$ cat src/rtl/srl16_fifo_ctrl.sv
// Control and registered output stage for a shallow FIFO built from a bank of
// SRLC16E shift registers: generates CE/address, tracks occupancy, drives M side.
module srl16_fifo_ctrl #(
    parameter int WIDTH  = 8,
    parameter int DEPTH  = 16,
    parameter int AF_THR = 12,
    parameter int AE_THR = 2
) (
    input  logic             CLK,
    input  logic             RST_N,
    input  logic             CLR,
    input  logic             S_VALID,
    output logic             S_READY,
    output logic             SRL_CE,
    output logic [3:0]       SRL_ADDR,
    input  logic [WIDTH-1:0] SRL_Q,
    output logic             M_VALID,
    input  logic             M_READY,
    output logic [WIDTH-1:0] M_DATA,
    output logic [4:0]       LEVEL,
    output logic             ALMOST_FULL,
    output logic             ALMOST_EMPTY
);

    localparam logic [4:0] DEPTH_L = 5'(DEPTH);
    localparam logic [4:0] AF_L    = 5'(AF_THR);
    localparam logic [4:0] AE_L    = 5'(AE_THR);

    logic [4:0]       srl_cnt_q, srl_cnt_d;
    logic             m_valid_q, m_valid_d;
    logic [WIDTH-1:0] m_data_q,  m_data_d;
    logic             push, load, cnt_nz;

    // State register
    always_ff @(posedge CLK or negedge RST_N) begin
        if (!RST_N) begin
            srl_cnt_q <= '0;
            m_valid_q <= 1'b0;
            m_data_q  <= '0;
        end else begin
            srl_cnt_q <= srl_cnt_d;
            m_valid_q <= m_valid_d;
            m_data_q  <= m_data_d;
        end
    end

    // Next state: SRL_Q is sampled pre-edge, so a simultaneous push cannot disturb the load
    always_comb begin
        srl_cnt_d = srl_cnt_q;
        m_valid_d = m_valid_q;
        m_data_d  = m_data_q;
        if (CLR) begin
            srl_cnt_d = '0;
            m_valid_d = 1'b0;
        end else begin
            if (load) begin
                m_data_d  = SRL_Q;
                m_valid_d = 1'b1;
            end else if (m_valid_q && M_READY) begin
                m_valid_d = 1'b0;
            end
            srl_cnt_d = srl_cnt_q + {4'd0, push} - {4'd0, load};
        end
    end

    // Outputs and handshake qualifiers; the oldest SRL entry always sits at srl_cnt-1
    always_comb begin
        cnt_nz       = (srl_cnt_q != 5'd0);
        S_READY      = RST_N & ~CLR & (srl_cnt_q != DEPTH_L);
        push         = S_VALID & S_READY;
        load         = ~CLR & cnt_nz & (~m_valid_q | M_READY);
        SRL_CE       = push;
        SRL_ADDR     = cnt_nz ? 4'(srl_cnt_q - 5'd1) : 4'd0;
        LEVEL        = srl_cnt_q + {4'd0, m_valid_q};
        ALMOST_FULL  = (LEVEL >= AF_L);
        ALMOST_EMPTY = (LEVEL <= AE_L);
        M_VALID      = m_valid_q;
        M_DATA       = m_data_q;
    end

endmodule

$ cat config.mk
export PLATFORM = sky130hd
export DESIGN_NAME = srl16_fifo_ctrl
export DESIGN_NICKNAME = d
export VERILOG_FILES = /design/src/rtl/srl16_fifo_ctrl.sv
export SDC_FILE = /design/constraint.sdc
export NUM_CORES = 1
export LEC_CHECK = 0
export ABC_CLOCK_PERIOD_IN_PS = 3100
export CAP_MARGIN = 20
export CORE_MARGIN = 2
export CORE_UTILIZATION = 30
export DETAILED_ROUTE_END_ITERATION = 8
export GPL_TIMING_DRIVEN = 0
export HOLD_SLACK_MARGIN = 0.08
export PLACE_DENSITY = 0.54
export SKIP_CTS_REPAIR_TIMING = 1
export SYNTH_ARGS = -nofsm -noshare
export SYNTH_HDL_FRONTEND = slang
export SYNTH_SLANG_ARGS = --single-unit
$ cat constraint.sdc
create_clock -name CLK -period 3.1 [get_ports CLK]
set_input_delay 0.62 -clock CLK [delete_from_list [all_inputs] [get_ports CLK]]
set_output_delay 0.62 -clock CLK [all_outputs]
set_load 0.02 [all_outputs]
==> metrics.md, run 1 <==
| Metric | Value |
|---|---|
| Switching fraction of total power | `0.429` |
| Clock Latency Late Sink | `0.28 ns` |
| DR pass1 iterations | `3` |
| Reg-to-reg setup timing slack | `0.25 ns` |
| Chip Height | `between 50 and 60 um` |
| Final hold vios | `0` |
| Setup_tns | `0 ns` |
| Slew HR | `0.636` |
| Finished layout cell area | `approximately 0.0013 sq mm` |
| Layout Nets | `150` |
| Row cnt | `20` |
| Die width | `approximately 59 um` |
| Crit-path cells | `inv_1 -> ha_1 -> a311oi_2 -> and2_1 -> clkdlybuf4s50_1` |
| CP bufs+invs | `2` |
| Largest net degree at the start of global routing | `16` |
| Buffers on Ports | `33` |
| Reg2reg end | `srl_cnt_q[4]` |
| ANT nets after route | `0` |
| Main combinational cell family by area after synthesis | `adder cells` |
| Worst Tran Pin Value | `approximately 0.55 ns` |
| Status | `completed` |
| Slowest cell on the critical path | `clkdlybuf4s50_1` |
| Vias in the first global route | `738` |
| Type of origin of the critical path | `flip-flop` |
| Initial antenna violation count | `0` |
| Syn Area/Cell | `11.0 sq um` |
| DRC viols | `0` |
| Routed vias/inst | `around 4.6` |
| Count of pins over their slew limit | `0` |
| Clk sinks | `14` |
| Cell Area, Placed | `0.00129 sq mm` |
| Synthesized cell area | `just over 900 sq um` |
| Crit path depth | `5` |
| Synthesized instance count | `a little over 80` |
| Share of cells above drive strength 1 | `0.131` |
| Final Cycle Share | `0.944` |
| Compound-Gate Fraction of Synth Area | `0.0682` |
| Max rail drop VDD | `353 uV` |
| Internal power | `892 uW` |
| Core area | `0.00298 sq mm` |
| Comb power frac | `0.695` |
| Clock share of power | `0.085` |
| Clk buf depth | `2` |
| XOR/XNOR share of the synthesized area | `0.0764` |
| CP Capture Point | `SRL_CE` |
| GRT Util Overall | `0.119` |
| Sequential share of power | `0.220` |
| Hold crit path type | `input pin to async pin` |
| Fmax | `0.342 GHz` |
| Root Buffer | `clkbuf_4` |
| Max stage delay on crit path | `0.62 ns` |
| Hpwl dp | `roughly 1.5 mm` |
| Min Tclk post-route | `between 2 and 3 ns` |
| Ant. Diodes | `0` |
| Post-Synth Simple-Gate Area | `0.126` |
| First-pass GRT wire length | `3.11 mm` |
| Reg-to-Reg Start | `srl_cnt_q[2]` |
| Pwr Total | `1.56 mW` |
| Reg2Reg Depth | `12` |
| Critical Path AT | `2.31 ns` |
| Post-synthesis cell type count | `27` |
| Total leakage power | `0.606 nW` |
| Cts bufs inserted | `3` |
| Switching Power | `669 uW` |
| Setup violators final | `0` |
| Via count | `713` |
| Top delay family on crit path | `buffers and inverters` |
| Clock-pin slew on the worst setup and hold paths | `0.09 ns` |
| Max cap viols | `0` |
| Initial Util | `0.308` |
| Die area | `0.00352 sq mm` |
| Crit Path Category | `flip-flop to output port` |
| PwrDens | `approximately 1200 mW/mm^2` |
| Req. time, crit path | `2.48 ns` |
| Syn nets | `110` |
| I/O pin count | `35` |
| GRT overflow | `0` |
| Wirelength, routed | `1.89 mm` |
| Sequential area share after synthesis | `0.382` |
| Max FO, Critical Path | `6` |
| CTS tree | `built` |
| Post-layout util | `0.451` |
| Clk_skew | `roughly 0.0079 ns` |
| Yosys warns | `0` |
| Crit end category | `output port` |
| Drt wl/cell | `about 12 um` |
| CP startpoint | `srl_cnt_q[2]` |
| Iter 0 DRT Violations | `5` |
| Adder-cell area share of the yosys netlist | `0.199` |
| Final Wtd Congestion | `0.713` |
| FF+latch count, synth | `14` |
| Post-synthesis mux area share | `0.111` |
| Area Overhead vs Synth | `46.5%` |
| H-tree depth | `1` |
cells in the mapped netlist (all sizes together):
master,count,area [sq um]
a2111oi,1,8.76
a21boi,1,7.51
a21o,1,7.51
a21oi,3,15.0
a311oi,1,8.76
and2,1,6.26
and3b,1,8.76
buf,1,5.00
clkbuf,1,3.75
dfrtp,14,350
fa,1,20.0
ha,13,163
inv,7,26.3
mux2,9,101
nand2,2,7.51
nand2b,1,6.26
nor2,7,26.3
nor2b,4,25.0
nor3,2,21.3
nor4,1,6.26
o21bai,1,7.51
o31ai,1,7.51
or4,1,7.51
xnor2,6,52.6
xor2,2,17.5
per-stage QoR:
stage | hold slack [ns] | worst slack [ns] | cells
final | 0.240 | 0.172 | 155
after global routing | 0.257 | -0.0155 | 155
after CTS | 0.499 | -0.403 | 153
after detailed placement | 0.479 | -0.415 | 149
after global placement | 0.470 | -0.414 | 149
after floorplan | 0.324 | 0.0585 | 83
routing by layer:
layer | GRT usage | wire (um) | vias up
li1 | - | - | 355
met5 | 0 | 0 | -
met3 | 0.0197 | 78 | 4
met2 | 0.214 | 935 | 20
met1 | 0.135 | 846 | 334
met4 | 0.0584 | 31 | 0
cell usage in the layout (no fill, tap or decap), types with 2 or more instances in the layout:
cell	instances
nor2b_1	4
a21oi_1	3
mux2_2	6
ha_1	13
inv_1	7
buf_4	2
dfrtp_1	14
xor2_1	2
clkdlybuf4s50_1	31
nand2_1	2
clkbuf_4	3
nor2_1	7
mux2_1	3
xnor2_1	6
registers in the layout (all words and copies together) (netlist names):
signal / count
M_DATA: 8
M_VALID: 1
srl_cnt_q: 5
how the worst min path moves through the flow:
| stage | end | depth (start not counted) |
|---|---|---|
| 2_1_floorplan | M_DATA[0] | 0 |
| 3_3_place_gp | M_DATA[0] | 1 |
| 3_5_place_dp | M_DATA[1] | 1 |
| 4_1_cts | M_DATA[0] | 1 |
| 5_1_grt | M_DATA[5] | 1 |
| 6_report | srl_cnt_q[0] | 1 |
layout make-up:
| cell class | count | area, sq um |
|---|---|---|
| sequential | 14 | 350 |
| tap | 33 | 41.3 |
| fill | 293 | 1630 |
| clock buffer | 4 | 36.3 |
| inverter | 7 | 26.3 |
| buffer | 2 | 8.76 |
| multi-input combinational | 60 | 538 |
| timing repair buffer | 35 | 343 |
power groups by stage:
| stage | combinational (mW) | sequential, mW | clock (mW) |
|---|---|---|---|
| floorplan | 0.588 | 0.405 | 0 |
| global placement | 1.07 | 0.345 | 0 |
| detailed placement | 1.07 | 0.349 | 0 |
| CTS | 1.08 | 0.346 | 0.137 |
| global route | 1.18 | 0.358 | 0.147 |
| finish | 1.08 | 0.344 | 0.133 |
logic make-up (layout without fill, tap and decap cells):
logic type,Yosys count,count (layout)
xor+xnor,8,8
simple gates,20,20
buf+inv,9,48
mux,9,9
fa+ha+maj,14,14
flops,14,14
compound gates,9,9
Note: power is estimated with default switching activity, not from simulation.
==> run 2: changes to the inputs <==
Settings changed: CTS_CLUSTER_SIZE set to 12, HOLD_SLACK_MARGIN 0.08 to 0.1.
==> results of run 2 <==
No change in the layout: final DEF, timing and power equal those of run 1.
==> run 3: changes to the inputs <==
Settings changed: PLACE_DENSITY 0.54 to 0.59.
==> run 3 against run 2 <==
- first-iteration DRC count unchanged
- count of clock-buffer cells in the layout down 1
- clock skew down 0.0014 ns
- critical endpoint unchanged
==> metrics.md, run 3 (synthesized netlist as in run 1, its figures left out) <==
| Metric | Value |
|---|---|
| Status | `completed` |
| GRT overflow | `0 (unchanged)` |
| Reg-to-Reg Start | `srl_cnt_q[1]` |
| Clock Latency Late Sink | `0.27 ns (about the same)` |
| Worst slack at placement | `-0.347 ns (+0.0682 ns)` |
| Initial antenna violation count | `0 (unchanged)` |
| Fmax | `0.349 GHz (+2.2%)` |
| DRC viols | `0 (unchanged)` |
| Setup violators final | `0 (unchanged)` |
| Max stage delay on crit path | `0.61 ns (about the same)` |
| Comb power frac | `0.708 (+0.013)` |
| Share of cells above drive strength 1 | `0.117 (-0.0145)` |
| Req. time, crit path | `2.48 ns (about the same)` |
| Most frequent cells in the layout | `31 x clkdlybuf4s50_1, 13 x dfrtp_1, 13 x ha_1, 7 x inv_1, 7 x nor2_1` |
| Clock-pin slew on the worst setup and hold paths | `0.09 ns (about the same)` |
| H-tree depth | `1 (unchanged)` |
| Row cnt | `20 (unchanged)` |
| Hold crit path type | `input pin to async pin` |
| Count of pins over their slew limit | `0 (unchanged)` |
| Reg2Reg Depth | `12 (unchanged)` |
| Clk sinks | `14 (unchanged)` |
| Clock share of power | `0.067 (-0.018)` |
| Min Tclk post-route | `2.86 ns (-0.0643 ns)` |
| Core area | `0.00298 sq mm (unchanged)` |
| Top delay family on crit path | `buffers and inverters` |
| DR pass1 iterations | `3 (unchanged)` |
| Root Buffer | `clkbuf_4` |
| Ant. Diodes | `0 (unchanged)` |
| Die width | `59.3 um (unchanged)` |
| Sequential share of power | `0.225 (+0.005)` |
| Chip Height | `59.3 um (unchanged)` |
| Cts bufs inserted | `3 (unchanged)` |
| Max rail drop VDD | `477 uV (+35%)` |
| Critical Path AT | `2.24 ns (-0.07 ns)` |
| Pwr Total | `1.52 mW (-2.5%)` |
| Layout Nets | `149 (-0.67%)` |
| Switching Power | `662 uW (-1.1%)` |
| Slew HR | `0.665 (+0.0284)` |
| First-pass GRT wire length | `3.19 mm (+2.4%)` |
| Vias in the first global route | `741 (+0.41%)` |
| Max FO, Critical Path | `5 (-1)` |
| Type of origin of the critical path | `flip-flop` |
| GRT Util Overall | `0.119 (-0.000401)` |
| RSZ-0062 raised after global routing | `false` |
| Iter 0 DRT Violations | `5 (unchanged)` |
| Wirelength, routed | `1.85 mm (-2.4%)` |
| Non-filler cells, final | `153 (-1.3%)` |
| Setup_tns | `0 ns (unchanged)` |
| Crit Path Category | `flip-flop to output port` |
| Area Overhead vs Synth | `43.7%` |
| I/O pin count | `35 (unchanged)` |
| Fill cells | `297 (+1.4%)` |
| Via count | `717 (+0.56%)` |
| Hpwl dp | `1.51 mm (+1.2%)` |
| Buffers on Ports | `33 (unchanged)` |
| CP bufs+invs | `2 (unchanged)` |
| Reg2reg end | `srl_cnt_q[4]` |
| Drt wl/cell | `12.1 um (-1.1%)` |
| Routed vias/inst | `4.69 (+1.9%)` |
| Largest register FFs | `8 (unchanged)` |
| Clk_skew | `0.00646 ns (-0.00142 ns)` |
| Total leakage power | `0.591 nW (-2.4%)` |
| Dpl cells | `149 (unchanged)` |
| Final Wtd Congestion | `0.725 (+1.7%)` |
| Internal power | `860 uW (-3.6%)` |
| Commonest non-fill, non-tap cell in the layout | `clkdlybuf4s50_1` |
| Initial Util | `0.308 (unchanged)` |
| Crit end category | `output port` |
| Setup ws final | `0.236 ns (+0.0643 ns)` |
| Worst Tran Pin Value | `0.503 ns (-0.0426 ns)` |
| CTS tree | `built` |
| Crit-path cells | `inv_1 -> ha_1 -> a311oi_1 -> and2_1 -> clkdlybuf4s50_1` |
| Clk buf depth | `2 (unchanged)` |
| PwrDens | `1160 mW/mm^2 (-0.57%)` |
| ANT nets after route | `0 (unchanged)` |
| Max cap viols | `0 (unchanged)` |
| Final Cycle Share | `0.924 (-0.0207)` |
| Switching fraction of total power | `0.435 (+0.00632)` |
| Reg-to-reg setup timing slack | `0.35 ns (+0.10 ns)` |
| Largest net degree at the start of global routing | `16 (unchanged)` |
| Die area | `0.00352 sq mm (unchanged)` |
| Final hold vios | `0 (unchanged)` |
| Slowest cell on the critical path | `clkdlybuf4s50_1` |
run 3: cell types whose count changed in the layout (fill, tap and decap cells not counted):
cell      before  now
a311oi_1       0    1
dfrtp_1       14   13
a311oi_2       1    0
clkbuf_8       1    0
dfrtp_2        0    1
buf_4          2    1
run 3: routing by layer:
metal  GRT usage  up-vias  share of wire
met5           0        -              0
met4      0.0455        0              0
met3      0.0306        0          0.071
met2       0.196       29           0.49
met1       0.148      335           0.44
li1            -      353              -
run 3: metrics by stage:
| stage | cell area, sq um | util | hold slack (ns) |
|---|---|---|---|
| 5_1_grt | 1320 | 0.442 | 0.264 |
| 4_1_cts | 1310 | 0.440 | 0.497 |
| 3_5_place_dp | 1290 | 0.433 | 0.478 |
| 2_1_floorplan | 917 | - | 0.324 |
| 3_3_place_gp | 1290 | 0.433 | 0.468 |
| 6_report | 1320 | 0.442 | 0.244 |
run 3: cell type report:
cell class / count / area, sq um / area share
multi-input cells: 60 / 532 / 0.404
flip-flops and latches: 14 / 352 / 0.267
repair buffers: 34 / 335 / 0.255
well taps: 33 / 41.3 / 0.0313
inverters: 7 / 26.3 / 0.0199
clock buffers: 3 / 22.5 / 0.0171
plain buffers: 2 / 8.76 / 0.00665
run 3: power by group through the flow:
stage	Combinational [mW]	Sequential (mW)	Clock [mW]
3_3_place_gp	1.07	0.344	0
5_1_grt	1.18	0.356	0.112
6_report	1.08	0.343	0.101
3_5_place_dp	1.08	0.350	0
2_1_floorplan	0.588	0.405	0
4_1_cts	1.09	0.346	0.107
run 3: worst register-to-register path, stage by stage (launching register included):
cell and delay [ns]:
dfrtp_1 0.46, inv_1 0.15, ha_1 0.21, and3b_1 0.17, buf_2 0.16, nor3_4 0.20, xnor2_1 0.14, ha_1 0.18
inv_1 0.05, fa_1 0.41, nor3_1 0.27, or4_1 0.16, a21oi_1 0.06
run 3: worst max-delay path by stage:
| stage | start | to | slack (ns) | cells after the start |
|---|---|---|---|---|
| after floorplan | CLR | srl_cnt_q[4] | 0.06 | 9 |
| after global placement | RST_N | srl_cnt_q[4] | -0.31 | 10 |
| after detailed placement | RST_N | srl_cnt_q[4] | -0.35 | 10 |
| after CTS | RST_N | SRL_CE | -0.31 | 5 |
| after global routing | srl_cnt_q[1] | SRL_CE | 0.06 | 5 |
| final | srl_cnt_q[1] | SRL_CE | 0.24 | 5 |
